==> src/rtl/char_font_loader.sv <==
// Font RAM writer: streams DEPTH bytes into the glyph RAM over valid/ready,
// then optionally reads the RAM back and compares a 16-bit checksum.
module char_font_loader #(
  parameter int DEPTH   = 4096,
  parameter bit REVERSE = 1'b1,
  parameter bit VERIFY  = 1'b1
) (
  input  logic                     pixel_clock,
  input  logic                     reset_n,
  input  logic                     start,
  input  logic                     abort,
  input  logic [7:0]               dl_data,
  input  logic                     dl_valid,
  output logic                     dl_ready,
  output logic [$clog2(DEPTH)-1:0] ram_addr,
  output logic [7:0]               ram_wdata,
  output logic                     ram_we,
  input  logic [7:0]               ram_rdata,
  output logic                     busy,
  output logic                     done,
  output logic                     error
);

  localparam int AW = $clog2(DEPTH);
  localparam logic [AW-1:0] LAST = AW'(DEPTH - 1);

  typedef enum logic [1:0] {IDLE, LOAD, VRD, VCMP} state_t;

  state_t          state_q, state_d;
  logic [AW-1:0]   count_q, count_d;
  logic [AW-1:0]   addr_q, addr_d;
  logic [7:0]      wdata_q, wdata_d;
  logic            we_q, we_d;
  logic [15:0]     sum_w_q, sum_w_d;
  logic [15:0]     sum_r_q, sum_r_d;
  logic            done_q, done_d;
  logic            error_q, error_d;
  logic            vld1_q, vld1_d;
  logic            vld2_q, vld2_d;
  logic [7:0]      byte_in;

  function automatic logic [7:0] bitrev(input logic [7:0] x);
    logic [7:0] r;
    for (int i = 0; i < 8; i++) r[i] = x[7-i];
    return r;
  endfunction

  // Host sends MSB-leftmost; the generator expects LSB-leftmost.
  assign byte_in = REVERSE ? bitrev(dl_data) : dl_data;

  always_comb begin
    state_d = state_q;
    count_d = count_q;
    addr_d  = addr_q;
    wdata_d = wdata_q;
    we_d    = 1'b0;
    sum_w_d = sum_w_q;
    sum_r_d = sum_r_q;
    done_d  = done_q;
    error_d = error_q;
    vld1_d  = 1'b0;
    vld2_d  = vld1_q;
    // vld1 marks an address issued last edge, vld2 marks its data on ram_rdata now.
    if (vld2_q) sum_r_d = sum_r_q + {8'd0, ram_rdata};
    if (abort) begin
      state_d = IDLE;
      vld2_d  = 1'b0;
    end else begin
      unique case (state_q)
        IDLE: if (start) begin
          count_d = '0;
          sum_w_d = '0;
          sum_r_d = '0;
          done_d  = 1'b0;
          error_d = 1'b0;
          state_d = LOAD;
        end
        LOAD: if (dl_valid) begin
          we_d    = 1'b1;
          addr_d  = count_q;
          wdata_d = byte_in;
          sum_w_d = sum_w_q + {8'd0, byte_in};
          count_d = count_q + 1'b1;
          if (count_q == LAST) begin
            count_d = '0;
            if (VERIFY) begin
              state_d = VRD;
            end else begin
              done_d  = 1'b1;
              state_d = IDLE;
            end
          end
        end
        VRD: begin
          addr_d  = count_q;
          vld1_d  = 1'b1;
          count_d = count_q + 1'b1;
          if (count_q == LAST) begin
            count_d = '0;
            state_d = VCMP;
          end
        end
        VCMP: if (vld2_q && !vld1_q) begin
          // The last byte is summed on this very edge, so compare the updated sum.
          error_d = (sum_r_d != sum_w_q);
          done_d  = 1'b1;
          state_d = IDLE;
        end
        default: state_d = IDLE;
      endcase
    end
  end

  always_ff @(posedge pixel_clock or negedge reset_n) begin
    if (!reset_n) begin
      state_q <= IDLE;
      count_q <= '0;
      addr_q  <= '0;
      wdata_q <= '0;
      we_q    <= 1'b0;
      sum_w_q <= '0;
      sum_r_q <= '0;
      done_q  <= 1'b0;
      error_q <= 1'b0;
      vld1_q  <= 1'b0;
      vld2_q  <= 1'b0;
    end else begin
      state_q <= state_d;
      count_q <= count_d;
      addr_q  <= addr_d;
      wdata_q <= wdata_d;
      we_q    <= we_d;
      sum_w_q <= sum_w_d;
      sum_r_q <= sum_r_d;
      done_q  <= done_d;
      error_q <= error_d;
      vld1_q  <= vld1_d;
      vld2_q  <= vld2_d;
    end
  end

  assign dl_ready  = (state_q == LOAD);
  assign busy      = (state_q != IDLE);
  assign ram_addr  = addr_q;
  assign ram_wdata = wdata_q;
  assign ram_we    = we_q;
  assign done      = done_q;
  assign error     = error_q;

endmodule

==> config.mk <==
export PLATFORM = sky130hd
export DESIGN_NAME = char_font_loader
export DESIGN_NICKNAME = d
export VERILOG_FILES = /design/src/rtl/char_font_loader.sv
export SDC_FILE = /design/constraint.sdc
export NUM_CORES = 1
export LEC_CHECK = 0
export BUFFER_PORTS_ARGS = -buffer_cell sky130_fd_sc_hd__buf_2
export CORE_UTILIZATION = 58
export DETAILED_ROUTE_END_ITERATION = 7
export HOLD_SLACK_MARGIN = 0.05
export PLACE_DENSITY_LB_ADDON = 0.05
export SLEW_MARGIN = 10
export SYNTH_ARGS = -nofsm -noshare
export SYNTH_HDL_FRONTEND = slang
export SYNTH_SLANG_ARGS = --single-unit
==> constraint.sdc <==
create_clock -name pixel_clock -period 3.1 [get_ports pixel_clock]
set_input_delay 0.31 -clock pixel_clock [delete_from_list [all_inputs] [get_ports pixel_clock]]
set_output_delay 0.31 -clock pixel_clock [all_outputs]
set_load 0.005 [all_outputs]
==> results of run 1 <==
[layout make-up]
class / count / share of cell area
clock buffer: 10 / 0.02770
clock inverter: 6 / 0.01864
inverter: 17 / 0.01284
tap: 99 / 0.02493
multi-input combinational: 365 / 0.4979
timing repair buffer: 53 / 0.06044
sequential: 71 / 0.3576
[sequential cells by signal, summed over array words and instances (netlist names)]
| signal | flops |
|---|---|
| count_q | 12 |
| done | 1 |
| error | 1 |
| ram_addr | 12 |
| ram_wdata | 8 |
| ram_we | 1 |
| state_q | 2 |
| sum_r_q | 16 |
| sum_w_q | 16 |
| vld1_q | 1 |
| vld2_q | 1 |
[placed cells by master (no fill, tap or decap), types with 4 or more instances in the layout]
| cell type | n |
|---|---|
| nor2b_1 | 6 |
| xnor2_1 | 27 |
| a21o_1 | 9 |
| clkbuf_8 | 10 |
| a211oi_1 | 4 |
| ha_1 | 21 |
| nand2_1 | 66 |
| mux2_2 | 12 |
| nand2b_1 | 7 |
| nor3_1 | 4 |
| a21oi_1 | 20 |
| buf_4 | 6 |
| o21ai_0 | 28 |
| xor2_1 | 16 |
| and3_1 | 7 |
| nand3b_1 | 4 |
| nand3_1 | 15 |
| nand4_1 | 7 |
| dfrtp_1 | 71 |
| buf_2 | 45 |
| nor4_2 | 4 |
| inv_1 | 16 |
| nor2_1 | 44 |
| mux2i_1 | 5 |
[routing by layer]
| layer | vias up | wire length [um] | global-route usage |
|---|---|---|---|
| met5 | - | 0 | 0 |
| met4 | 0 | 191 | 0.1068 |
| met3 | 16 | 358 | 0.03693 |
| met2 | 75 | 4276 | 0.3986 |
| met1 | 1692 | 4875 | 0.3777 |
| li1 | 1755 | - | - |
[tightest hold or removal path, delay by kind of cell]
family,cells,cell delay [ns]
buffers and inverters,1,0.09
AND/OR/NAND/NOR,2,0.09
[power by group through the flow]
stage / Sequential [mW] / Combinational (mW) / Clock (mW)
after global routing: 1.26 / 1.68 / 0.903
after detailed placement: 1.26 / 1.49 / 0
after CTS: 1.24 / 1.49 / 0.872
after global placement: 1.25 / 1.46 / 0
after floorplan: 1.22 / 1.14 / 0
final: 1.24 / 1.50 / 0.854
[logic make-up (layout without fill, tap and decap cells)]
kind of cell               count (synthesis)  after routing  synth area share
and+or+nand+nor                          188            188            0.2143
AOI/OAI and AO/OA                         92             92            0.1439
DFF                                       71             71            0.4047
xor gates and xnor gates                  43             43           0.08578
muxes                                     19             19           0.05044
adders and majority gates                 23             23           0.06897
buffers and inverters                     32             86           0.03192
[stage by stage]
step	total power, mW	setup WS (ns)	instances
floorplan	2.355	0.5388	468
global placement	2.708	0.3864	604
detailed placement	2.747	0.3210	604
CTS	3.609	0.3136	621
global route	3.848	0.1669	621
finish	3.600	0.3235	621
[worst paths after layout]
check                                   from      endpoint  slack, ns  cells past startpoint
worst max-delay path              sum_r_q[0]         error       0.32                      9
worst min-delay path              dl_data[7]  ram_wdata[0]       0.17                      3
worst max register to register    sum_r_q[0]         error       0.32                      9
worst min register to register  ram_wdata[3]  ram_wdata[3]       0.47                      2
max in group asynchronous            reset_n   sum_r_q[13]       2.27                      3
min in group asynchronous            reset_n  ram_wdata[1]       0.52                      3
[timing repair]
item                      CTS  global route
gates resized for setup     0             0
hold buffers                1             0
hold endpoints to repair   71             0
==> metrics.yaml, run 1 <==
clock-sinks: 71
switching_power_mw: 1.396
place.gp.congestion: 0.8672
critPathMaxStageDelay_ns: 0.45
slew_headroom: 0.5405
grt_antenna_before_repair: 0
hpwl_um: 7075
path_max_fanout: 5
cts.clk_slew.worst_paths_ns: 0.08
ir_drop_v: 0.0002851
std_cell_rows: 31
powerDensity_nw_per_um2: 724.6
num_antenna_cells: 0
num-fill-cells: 597
worstSkewPairLatency_ns: 0.35
die_h_um: 89.01
slowest_stage: "fa_1"
drt_iter0_markers: 207
via_per_inst: 5.697
ys_top_cells_by_count: "dfrtp_1, nand2_1, nor2_1"
wirelength_um: 9702
yosys.area.top_type: "dfrtp_1"
die_x_um: 89.01
ys_seq_elements: 71
port_buffers: 45
start_util: 0.6021
ios: 46
grtUsageTotal: 0.2619
critPathArrivalTime_ns: 3.00
cp-start-kind: "flip-flop"
cts_buffers: 9
synth-seq-area-share: 0.4047
critical_path_class: "reg -> reg"
crit_buf_inv: 0
area_delta_synth_final_pct: 13.17
wire_per_inst_um: 15.62
clock_power_share: 0.237
fmax_mhz: 360.2
crit_chain: "ha_1, fa_1, a211oi_2, o21bai_2, o31a_1, and4_1, xnor2_1, nor4_2, a41oi_2"
rsz0062_at_grt: "false"
die_area_sq_um: 7922
clock_skew_ns: 0.01028
finalCriticalPeriod_ns: 2.776
yosysUniqueCellTypes: 63
num_vias: 3538
cts_buffer_depth: 2
ant_nets: 0
worstPathRequired_ns: 3.32
coreArea_sq_um: 7292
fin_nets: 561
synth.area.top_cells: "dfrtp_1, ha_1, nand2_1"
seq_area_sq_um: 1777
htree_levels: 3
critical_path.top_delay_family: "compound AO/OA/AOI/OAI gates"
hp-class: "in -> reg"
setup_tns_ns: 0
synth_ff_type: "dfrtp_1"
grt_max_degree: 72
whs_ns: 0.1698
synth_warnings: 0
comb_power_share: 0.418
status: "finished clean"
hold_viol_final: 0
yosys.cell_count.top_type: "dfrtp_1"
drive_above_1_share: 0.1839
worstMarginPinSlew_ns: 0.6893
gr-total-overflow: 0
fin_util: 0.6814
seqPwrFrac: 0.345
maxSlewViolCount: 0
synth_top_area_share: 0.4047
cts_tree: "built"
syn_nets: 512
finalCritPeriodShare: 0.8956
p_int_mw: 2.204
drv_cap: 0
post-cts-setup-buffers: 0
swShare: 0.3877
endpoint_kind: "flip-flop"
firstDrtPassIters: 4
dpl-instance-area_sq_um: 4728
synthArstFlopShare: 1.000
avgSynthCellArea_sq_um: 9.381
multi_input_area_sq_um: 2474
grt_pass1_wl_um: 15540
cts_root_buf: "clkbuf_8"
drc: 0
synthCells: 468
p_leak_nw: 2.353
setup_viol: 0
final_area_sq_um: 4969
grt_pass1_vias: 3189
synth_area_sq_um: 4390
synth_edf_count: 0
No activity file was read; power rests on OpenSTA's default activity.
==> run 2: changes to the inputs <==
- PLACE_DENSITY: unset -> 0.79
- PLACE_DENSITY_LB_ADDON: 0.05 -> unset
==> run 2 against run 1 <==
Net effect:
- routed wire length is 0.91% lower
- critical endpoint unchanged
- worst hold slack improved by 0.0062 ns
- clock skew rose by 0.0044 ns
- flip-flop and latch count unchanged
- clock power is 5.3% lower
- register-to-register slack barely moved
- die area unchanged
- largest cell class unchanged
- combinational power about the same
- sequential share of layout area grew 0.24 points
- largest power group unchanged
- cell area is 0.65% lower
- setup slack improved by 0.012 ns
==> metrics.yaml, run 2 (same netlist as run 1, synthesis figures left out) <==
cp-start-kind: "flip-flop"  # unchanged
firstDrtPassIters: 4  # unchanged
dpl-instance-area_sq_um: 4716  # was 4728 sq um
multi_input_area_sq_um: 2474  # unchanged
layout_common_cells: "dfrtp_1, nand2_1, buf_2"  # unchanged
total_power_mw: 3.562  # was 3.600 mW
final_area_sq_um: 4936  # was 4969 sq um
status: "finished clean"  # unchanged
port_buffers: 45  # unchanged
drv_cap: 0  # unchanged
p_leak_nw: 2.347  # was 2.353 nW
num_antenna_cells: 0  # unchanged
layout_commonest_cell: "dfrtp_1"  # unchanged
hpwl_um: 7188  # was 7075 um
setup_viol: 0  # unchanged
comb_power_share: 0.425  # was 0.418
hp-class: "in -> reg"  # unchanged
reg_top3: "sum_r_q (16), sum_w_q (16)"  # unchanged
num-fill-cells: 605  # was 597
swShare: 0.3886  # was 0.3877
fmax_mhz: 361.7  # was 360.2 MHz
place.gp.congestion: 0.9208  # was 0.8672
worstPathRequired_ns: 3.32  # about the same
switching_power_mw: 1.384  # was 1.396 mW
clock_skew_ns: 0.01470  # was 0.01028 ns
grt_max_degree: 42  # was 72
coreArea_sq_um: 7292  # unchanged
endpoint_kind: "flip-flop"  # unchanged
ir_drop_v: 0.0003149  # was 0.0002851 V
cts.clk_slew.worst_paths_ns: 0.08  # about the same
worstSkewPairLatency_ns: 0.35  # about the same
drive_above_1_share: 0.1804  # was 0.1839
ios: 46  # unchanged
stdcell_count: 620  # was 621
hold_viol_final: 0  # unchanged
cts.repair.resized: 0  # unchanged
clock_power_share: 0.227  # was 0.237
via_per_inst: 5.794  # was 5.697
maxSlewViolCount: 0  # unchanged
wirelength_um: 9614  # was 9702 um
seqPwrFrac: 0.348  # was 0.345
powerDensity_nw_per_um2: 721.7  # was 724.6 nW/um^2
die_h_um: 89.01  # unchanged
rsz0062_at_grt: "false"  # unchanged
dpl.cell_count: 604  # unchanged
path_max_fanout: 5  # unchanged
cts_buffer_depth: 2  # unchanged
clock-sinks: 71  # unchanged
htree_levels: 3  # unchanged
area_delta_synth_final_pct: 12.43  # was 13.17%
slew_headroom: 0.5759  # was 0.5405
cts_root_buf: "clkbuf_8"  # unchanged
grt_pass1_vias: 3407  # was 3189
start_util: 0.6021  # unchanged
fin_nets: 561  # unchanged
seq_area_sq_um: 1777  # unchanged
finalCriticalPeriod_ns: 2.764  # was 2.776 ns
die_area_sq_um: 7922  # unchanged
finalCritPeriodShare: 0.8917  # was 0.8956
std_cell_rows: 31  # unchanged
wire_per_inst_um: 15.51  # was 15.62 um
drt_iter0_markers: 229  # was 207
p_int_mw: 2.178  # was 2.204 mW
cts_tree: "built"  # unchanged
ant_nets: 0  # unchanged
num_vias: 3592  # was 3538
cts_buffers: 9  # unchanged
grt_pass1_wl_um: 16010  # was 15540 um
critical_path_class: "reg -> reg"  # unchanged
grtUsageTotal: 0.2662  # was 0.2619
critPathArrivalTime_ns: 2.98  # was 3.00 ns
die_x_um: 89.01  # unchanged
drc: 0  # unchanged
gr-total-overflow: 0  # unchanged
worstMarginPinSlew_ns: 0.6262  # was 0.6893 ns
setup_tns_ns: 0  # unchanged
grt_antenna_before_repair: 0  # unchanged
-- run 2: final timing paths --
| path | from | endpoint | cells past startpoint | slack (ns) |
|---|---|---|---|---|
| min in group asynchronous | reset_n | ram_wdata[6] | 2 | 0.32 |
| worst max-delay path | sum_r_q[0] | error | 9 | 0.34 |
| worst min-delay path | dl_data[7] | ram_wdata[0] | 3 | 0.18 |
| worst min register to register | ram_wdata[3] | ram_wdata[3] | 2 | 0.47 |
| max in group asynchronous | reset_n | sum_r_q[8] | 3 | 2.01 |
| worst max register to register | sum_r_q[0] | error | 9 | 0.34 |
-- run 2: area by class of cell --
type                            instances  area share
Clock inverter                          5     0.01673
Clock buffer                           10     0.02586
Multi-Input combinational cell        365      0.5011
Inverter                               17     0.01293
Timing Repair Buffer                   53     0.05830
Tap cell                               99     0.02510
Sequential cell                        71      0.3599
-- run 2: metrics by stage --
step	hold WS, ns	setup slack [ns]	util
6_report	0.1760	0.3357	0.6769
5_1_grt	0.1678	0.1700	0.6769
4_1_cts	0.1741	0.3676	0.6769
3_5_place_dp	0.1648	0.3515	0.6467
3_3_place_gp	0.1636	0.4313	0.6467
2_1_floorplan	0.01441	0.5388	-
-- run 2: critical path, stage by stage, from the launching register on --
cell	delay (ns)
dfrtp_1	0.41
ha_1	0.23
fa_1	0.44
a211oi_2	0.27
o21bai_2	0.14
o31a_1	0.32
and4_1	0.25
xnor2_1	0.14
nor4_2	0.29
a41oi_2	0.14
-- run 2: per-layer routing --
metal / global-route usage / vias up / wire (um)
met5: 0 / - / 0
met3: 0.04709 / 12 / 430
li1: - / 1758 / -
met2: 0.4378 / 92 / 4541
met1: 0.3555 / 1730 / 4503
met4: 0.09668 / 0 / 138
-- run 2: what timing repair did --
item,in CTS,in global routing
hold endpoints to repair,7,0
setup buffers,0,0
hold buffers,1,0
-- run 2: power groups by stage --
stage | clock network (mW) | registers [mW] | logic [mW]
after global placement | 0 | 1.25 | 1.45
final | 0.809 | 1.24 | 1.51
after CTS | 0.818 | 1.24 | 1.50
after global routing | 0.862 | 1.26 | 1.68
after detailed placement | 0 | 1.25 | 1.50
after floorplan | 0 | 1.22 | 1.14
